$ cat config.mk
export PLATFORM = sky130hd
export DESIGN_NAME = bin_to_bcd_seq
export DESIGN_NICKNAME = d
export VERILOG_FILES = /design/src/rtl/bin_to_bcd_pkg.sv /design/src/rtl/bin_to_bcd_seq_add3.sv /design/src/rtl/bin_to_bcd_seq.sv
export SDC_FILE = /design/constraint.sdc
export NUM_CORES = 1
export LEC_CHECK = 0
export CAP_MARGIN = 10
export CORE_MARGIN = 2
export CORE_UTILIZATION = 60
export DETAILED_ROUTE_END_ITERATION = 8
export DONT_BUFFER_PORTS = 1
export HOLD_SLACK_MARGIN = 0.1
export PLACE_DENSITY = 0.76
export SETUP_SLACK_MARGIN = 0.15
export SYNTH_ARGS = -nofsm -noshare
export SYNTH_HDL_FRONTEND = slang
export SYNTH_SLANG_ARGS = --single-unit
$ cat constraint.sdc
create_clock -name clk -period 2.75 [get_ports clk]
set_input_delay 0.275 -clock clk [delete_from_list [all_inputs] [get_ports clk]]
set_output_delay 0.275 -clock clk [all_outputs]
set_load 0.1 [all_outputs]
$ cat src/rtl/bin_to_bcd_pkg.sv
// Shared types and constants for the sequential binary-to-BCD converter.
package bin_to_bcd_pkg;

  typedef enum logic [1:0] {
    ST_IDLE  = 2'd0,
    ST_SHIFT = 2'd1,
    ST_DONE  = 2'd2
  } state_e;

  localparam int         BCD_DIGIT_W = 4;
  localparam logic [3:0] ADD3_THRESH = 4'd5;

  function automatic int cnt_width(input int in_w);
    if (in_w > 1) begin
      return $clog2(in_w);
    end else begin
      return 1;
    end
  endfunction

  // True when DIGITS decimal digits can hold every IN_W-bit unsigned value.
  function automatic bit digits_fit(input int in_w, input int digits);
    longint unsigned p;
    p = 64'd1;
    for (int i = 0; i < digits; i++) begin
      p = p * 64'd10;
    end
    return p > ((64'd1 << in_w) - 64'd1);
  endfunction

endpackage

$ cat src/rtl/bin_to_bcd_seq_add3.sv
// One double-dabble digit correction: nibbles of 5 or more get +3 before the shift.
module bcd_add3
  import bin_to_bcd_pkg::*;
(
  input  logic [3:0] din,
  output logic [3:0] dout
);

  // digit adjust, wraps within 4 bits by construction (max 9+3=12)
  always_comb begin
    if (din >= ADD3_THRESH) begin
      dout = din + 4'd3;
    end else begin
      dout = din;
    end
  end

endmodule

$ cat src/rtl/bin_to_bcd_seq.sv
// Sequential shift-add-3 binary-to-BCD converter feeding the HEX digit decoders.
// Optional feature macro: LEADING_ZERO_BLANK_EN (drives the leading-zero blank mask).
module bin_to_bcd_seq
  import bin_to_bcd_pkg::*;
#(
  parameter int IN_W   = 16,
  parameter int DIGITS = 5
) (
  input  logic                          clk,
  input  logic                          reset,
  input  logic                          start,
  input  logic [IN_W-1:0]               bin_in,
  output logic                          busy,
  output logic                          done,
  output logic [BCD_DIGIT_W*DIGITS-1:0] bcd_out,
  output logic [DIGITS-1:0]             blank
);

  localparam int BCD_W = BCD_DIGIT_W * DIGITS;
  localparam int SR_W  = BCD_W + IN_W;
  localparam int CNT_W = cnt_width(IN_W);
  localparam logic [CNT_W-1:0] CNT_LAST = CNT_W'(IN_W - 1);

  localparam logic [1:0] IDLE  = ST_IDLE;
  localparam logic [1:0] SHIFT = ST_SHIFT;
  localparam logic [1:0] DONE  = ST_DONE;

  if (!digits_fit(IN_W, DIGITS)) begin : g_digits_check
    $error("bin_to_bcd_seq: DIGITS too small to represent 2^IN_W-1");
  end

  logic [1:0]       state_r, state_nxt_s;
  logic [SR_W-1:0]  sr_r, sr_nxt_s, sr_adj_s, sr_shift_s;
  logic [CNT_W-1:0] cnt_r, cnt_nxt_s;
  logic [BCD_W-1:0] final_bcd_s;
  logic [DIGITS-1:0] blank_nxt_s;
  logic             load_s;
  logic             unused_msb_s;

  assign sr_adj_s[IN_W-1:0] = sr_r[IN_W-1:0];

  for (genvar g = 0; g < DIGITS; g++) begin : g_digit
    bcd_add3 u_add3 (
      .din  (sr_r[IN_W + BCD_DIGIT_W*g +: BCD_DIGIT_W]),
      .dout (sr_adj_s[IN_W + BCD_DIGIT_W*g +: BCD_DIGIT_W])
    );
  end

  // The top bit falls off on every shift; digit fit guarantees it is zero.
  assign unused_msb_s = sr_adj_s[SR_W-1];
  assign sr_shift_s   = {sr_adj_s[SR_W-2:0], 1'b0};
  assign final_bcd_s  = sr_shift_s[SR_W-1:IN_W];

`ifdef LEADING_ZERO_BLANK_EN
  // blank digit i (i>=1) when it and every more significant digit are zero
  always_comb begin
    logic zero_above;
    blank_nxt_s = {DIGITS{1'b0}};
    zero_above  = 1'b1;
    for (int i = DIGITS - 1; i >= 1; i--) begin
      zero_above     = zero_above & (final_bcd_s[BCD_DIGIT_W*i +: BCD_DIGIT_W] == 4'd0);
      blank_nxt_s[i] = zero_above;
    end
  end
`else
  assign blank_nxt_s = {DIGITS{1'b0}};
`endif

  // next-state, shift register and counter update
  always_comb begin
    state_nxt_s = state_r;
    sr_nxt_s    = sr_r;
    cnt_nxt_s   = cnt_r;
    load_s      = 1'b0;
    case (state_r)
      IDLE: begin
        if (start) begin
          state_nxt_s = SHIFT;
          sr_nxt_s    = {{BCD_W{1'b0}}, bin_in};
          cnt_nxt_s   = {CNT_W{1'b0}};
        end else begin
          state_nxt_s = IDLE;
        end
      end
      SHIFT: begin
        sr_nxt_s  = sr_shift_s;
        cnt_nxt_s = cnt_r + CNT_W'(1);
        if (cnt_r == CNT_LAST) begin
          state_nxt_s = DONE;
          load_s      = 1'b1;
        end else begin
          state_nxt_s = SHIFT;
        end
      end
      DONE: begin
        state_nxt_s = IDLE;
      end
      default: begin
        state_nxt_s = IDLE;
      end
    endcase
  end

  // state, datapath and registered outputs
  always_ff @(posedge clk) begin
    if (reset) begin
      state_r <= IDLE;
      sr_r    <= {SR_W{1'b0}};
      cnt_r   <= {CNT_W{1'b0}};
      busy    <= 1'b0;
      done    <= 1'b0;
      bcd_out <= {BCD_W{1'b0}};
      blank   <= {DIGITS{1'b0}};
    end else begin
      state_r <= state_nxt_s;
      sr_r    <= sr_nxt_s;
      cnt_r   <= cnt_nxt_s;
      busy    <= (state_nxt_s == SHIFT);
      done    <= (state_nxt_s == DONE);
      if (load_s) begin
        bcd_out <= final_bcd_s;
        blank   <= blank_nxt_s;
      end else begin
        bcd_out <= bcd_out;
        blank   <= blank;
      end
    end
  end

endmodule

==> Word-level counts from Yosys, hierarchy flattened <==
Cells that the tools add are included.
{ "op_classes": {"n_mux": 14, "addsub": 6, "eq_ne": 5, "n_reduce_logical": 3, "n_lt_le_gt_ge": 5} }
{ "ops": {"columns": ["cell", "count"], "rows": [
  ["$pmux 36 s2", 1],
  ["$mux 36", 1],
  ["$ge 4x3->1 const B", 5],
  ["$mux 4", 5],
  ["$add 4x2->4 const B", 4],
  ["$pmux 4 s2", 1],
  ["$add 4x1->4 const B", 1],
  ["$eq 2x1->1 const B", 2],
  ["$eq 4x4->1 const B", 1],
  ["$pmux 2 s2", 1],
  ["$add 3x2->3 const B", 1],
  ["$mux 1", 3],
  ["$mux 3", 1],
  ["$eq 2x2->1 const B", 1],
  ["$logic_not 2->1", 1],
  ["$mux 2", 1],
  ["$ne 2x2->1 const B", 1],
  ["$reduce_and 2->1", 1],
  ["$reduce_bool 2->1", 1]
]} }
{ "totals": {"word_cells": 39, "reg_bits": 64, "output_inout_bits": 27, "in_bits": 19} }

==> Depth between registers and ports, before layout <==
{ "logic_depth": {"word_depth": 4, "mapped_depth": 7, "ltp_nobuf": 6} }

==> By module <==
Synthesis repeated with hierarchy kept, for this count alone.
{ "hier_totals": {"cells_unflattened": 334, "hier_area_um2": 2950.3} }
{ "modules_own_cells": {"columns": ["module", "seq_area_each_um2", "area_per_inst_um2", "cells_per_inst", "instances"], "rows": [
  ["bin_to_bcd_seq", 1281.2, 2443.6, 254, 1],
  ["bcd_add3", 0.0, 101.3, 16, 5]
]} }

==> Worst setup path after synthesis <==
No wires, ideal clock.
{ "synth_timing": {"path_type": "register -> register", "from": "register sr_r[16]", "to": "register sr_r[18]", "path_buffers": 0, "stages_incl_launch_ff": 7, "setup_ps": 70, "synth_period_minus_slack_ps": 1422, "arrival_time_ps": 1351, "required_ps": 2680, "path_slack_ps": 1328, "path_cell_list": "dfxtp_1 inv_1 ha_1 nand2b_1 a21oi_1 mux2_2 o2bb2ai_1"} }
{ "synth_between": {"elab_chain_len": 3, "elab_cells_between_ends": 4, "classes_between": "add/sub: 1; order compare: 1; mux: 2"} }
{ "synth_lines": {"columns": ["element", "line", "rtl"], "rows": [
  ["start: declaration", "bin_to_bcd_seq.sv:33", "logic [SR_W-1:0] sr_r, sr_nxt_s, sr_adj_s, sr_shift_s;"],
  ["start signal: assignment", "bin_to_bcd_seq.sv:108", "sr_r <= {SR_W{1'b0}};"],
  ["start signal: assignment", "bin_to_bcd_seq.sv:116", "sr_r <= sr_nxt_s;"],
  ["$add 4x2->4 or $ge 4x3->1 (tied branches)", "bin_to_bcd_seq_add3.sv:12, bin_to_bcd_seq_add3.sv:11", null],
  ["$mux 4 *", "bin_to_bcd_seq_add3.sv:11", "if (din >= ADD3_THRESH) begin"],
  ["$pmux 36 s2 *", "bin_to_bcd_seq.sv:75", "case (state_r)"]
]} }
Mark *: on every way between the ends. The rest lies on a longest branch, timed or not.
A chain may end at the register's enable or synchronous reset.

==> Worst setup path after layout <==
{ "layout_timing": {"from": "register state_r[0]", "to": "register bcd_out[10]"} }
{ "layout_between": {"elab_chain_len": 2} }
{ "layout_lines": {"columns": ["element", "line", "rtl"], "rows": [
  ["start: declaration", "bin_to_bcd_seq.sv:32", "logic [1:0] state_r, state_nxt_s;"],
  ["start signal: assignment", "bin_to_bcd_seq.sv:115", "state_r <= state_nxt_s;"],
  ["$eq 2x1->1", "bin_to_bcd_seq.sv:75", null],
  ["$mux 1", "bin_to_bcd_seq.sv:75", null],
  ["end signal: assignment", "bin_to_bcd_seq.sv:112", "bcd_out <= {BCD_W{1'b0}};"],
  ["end signal: assignment", "bin_to_bcd_seq.sv:121", "bcd_out <= final_bcd_s;"],
  ["end signal: assignment", "bin_to_bcd_seq.sv:124", "bcd_out <= bcd_out;"],
  ["end: declaration", "bin_to_bcd_seq.sv:15", "output logic [BCD_DIGIT_W*DIGITS-1:0] bcd_out,"]
]} }
No other way between the ends.

==> run_results.csv <==
group,metric,value,unit
run_status,status,"completed",
clock_tree,h-tree-depth,3,
worst_setup_path,start_kind,"flop",
sta,hold_viol,0,
worst_setup_path,crit_path_cell_trace,"and2b_1 -> and4_4 -> nand2b_2 -> inv_2 -> a21o_1",
worst_setup_path,arrival,2.06,ns
global_route,overflow,0,
worst_setup_path,critPathTopFamily,"simple AND/OR/NAND/NOR gates",
clock_tree,cts_buffers,9,
clock_tree,cts_root_buf,"clkbuf_8",
sta,tightest_slew,0.998,ns
sta,fin_crit_sh,64.6,%
clock_tree,cts_sinks,64,
synth,ys_seq_area_share,42.5,%
place,dpl.hpwl,4090,um
worst_setup_path,crit_path_max_fanout,26,
power_and_ir_drop,peakVddDrop,0.000416,V
detailed_routing,wl_per_cell,14.4,um
sta,fin_crit,1.78,ns
worst_setup_path,cp.buffers_inverters,1,
layout,final_common_cell,"nor2_1",
worst_setup_path,setup.worst_path.class,"reg2reg",
sta,hold-worst-slack,0.115,ns
clock_tree,post_cts_buffers,0,
die,pin_count,46,
synth,syn-mean-instance-area,8.54,um^2
power_and_ir_drop,p_leak,1.38,nW
run,maxCapViolCount,0,
global_route,use_met1,28.8,%
die,fp.dieW,74.9,um
synth,synth_area,3010,um^2
worst_setup_path,endpoint_kind,"flop",
layout,drive_gt1_share,12.4,%
worst_setup_path,max_stage_delay,0.50,ns
synth,synth_cell_types,41,
place,dp.cells,414,
global_route,antenna_found_initial,0,
global_route,grt_pass1_vias,2211,
clock_tree,clk_latency,0.34,ns
place,gp_congestion,0.865,
detailed_routing,antenna_left,0,
place,port_buffers,0,
layout,antenna_cells,0,
power_and_ir_drop,powerDensity,597,nW/um^2
global_route,gr-usage-all-layers,24.0,%
layout,finalNetCount,389,
detailed_routing,firstDrtPassIters,4,
detailed_routing,wl,6200,um
layout,most-common-layout-cells,"65 x nor2_1, 64 x dfxtp_1, 31 x a21oi_1, 25 x nor3_1",
clock_tree,clkSlewWorstSetupHoldPaths,0.06,ns
detailed_routing,route.detailed.drc,0,
global_route,met2_usage,39.1,%
global_route,use_met3,6.56,%
synth,ys_warn_count,0,
synth,synthCells,353,
die,initial_core_util,63.0,%
die,rows,25,
die,die_area,5600,um^2
sta,fmax,563,MHz
sta,final-setup-viol-count,0,
clock_tree,clockBufferDepth,2,
detailed_routing,num_vias,2399,
min_path,hold_path.class,"in2reg",
synth,synth_seq_cells,64,
global_route,busiest_layer,"met2",
layout,nFillCells,421,
power_and_ir_drop,finalPower,1.98,mW
global_route,grt_pass1_wl,10100,um
clock_tree,cts_tree,"done",
sta,drv_slew,0,
die,core-area,4790,um^2
sta,slew_headroom,33.3,%
die,die_h,74.9,um
detailed_routing,viasPerCell,5.57,
sta,fin_setup_tns,0,ns
worst_setup_path,critPathRequiredTime,3.03,ns
layout,final_core_util,69.4,%
global_route,grt_start_max_net_pins,37,
sta,rsz0062_at_grt,"false",
layout,areaGrowthSynthToFinish,10.3,%
detailed_routing,drt_iter0_drc,143,
sta,finClkSkew,0.00600,ns
worst_setup_path,slowest_stage,"dfxtp_1",
layout,fin_cells,431,
[metal layers]
metal	wire (um)	share of wire [%]
met4	186	3.0
met3	288	4.6
met5	0	0
met1	2790	45
met2	2940	47
[path summary, 6_finish.rpt]
check,startpoint,endpoint,slack (ns),cells after the start
min reg2reg,sr_r[15],bcd_out[0],0.48,2
min,bin_in[0],sr_r[0],0.11,2
max reg2reg,state_r[0],bcd_out[10],0.97,5
max,state_r[0],bcd_out[10],0.97,5
[logic make-up (layout without fill, tap and decap cells)]
logic type / Yosys count / after routing / synth area share (%)
simple gates: 149 / 149 / 25.0
compound gates: 80 / 80 / 18.3
flops: 64 / 64 / 42.5
buf+inv: 38 / 45 / 6.40
fa+ha+maj: 11 / 11 / 4.57
xor+xnor: 5 / 5 / 1.45
mux: 5 / 5 / 1.70
other cells: 1 / 5 / 0.124
[flip-flops by register name (all words and copies together) (netlist names)]
name	flops
bcd_out	20
state_r	2
cnt_r	4
busy	1
sr_r	36
done	1
[cell type report]
type	count	area (um^2)	share of cell area (%)
Clock inverter	2	35.0	1.05
Clock buffer	14	183	5.50
Tap cell	67	83.8	2.52
Multi-Input combinational cell	255	1550	46.8
Timing Repair Buffer	17	140	4.22
Inverter	12	45.0	1.36
Sequential cell	64	1280	38.6
[power by group]
part           switching [mW]  internal, mW  total [mW]
Sequential             0.0233         0.953       0.976
Combinational           0.104        0.0481       0.152
Clock                   0.339         0.517       0.856
[synthesized netlist by cell type, drive strengths merged]
| library cell | instances | share of area, % |
|---|---|---|
| nor3 | 25 | 4.2 |
| and2b | 1 | 0.25 |
| and4 | 1 | 0.37 |
| nand4 | 1 | 0.21 |
| nor2 | 68 | 8.9 |
| inv | 12 | 1.5 |
| conb | 1 | 0.12 |
| o21ai | 9 | 1.5 |
| nor3b | 16 | 4.0 |
| nand2 | 5 | 0.62 |
| mux2 | 1 | 0.37 |
| or2 | 1 | 0.21 |
| a41o | 1 | 0.33 |
| xnor2 | 5 | 1.5 |
| dfxtp | 64 | 43 |
| a21oi | 31 | 5.1 |
| a21o | 8 | 2.0 |
| a311oi | 2 | 0.79 |
| o22ai | 2 | 0.42 |
| a211oi | 9 | 2.9 |
| nand3 | 6 | 1.0 |
| clkbuf | 11 | 1.4 |
| a22oi | 2 | 0.50 |
| o2bb2ai | 6 | 1.7 |
| nor2b | 15 | 3.1 |
| a22o | 8 | 2.3 |
| a32oi | 1 | 0.29 |
| o211a | 1 | 0.33 |
| nand2b | 10 | 2.2 |
| ha | 11 | 4.6 |
| mux2i | 4 | 1.3 |
| buf | 15 | 3.5 |
[metrics by stage]
stage	cell area, um^2	setup WS [ns]
3_5_place_dp	3080	0.993
6_report	3320	0.973
5_1_grt	3320	0.801
3_3_place_gp	3080	1.05
2_1_floorplan	3030	1.33
4_1_cts	3320	0.964
[what timing repair did]
action                    CTS  global route
hold endpoints to repair   36             0
hold buffers                1             0
resized for setup           0             0
No activity file was read; power rests on OpenSTA's default activity.
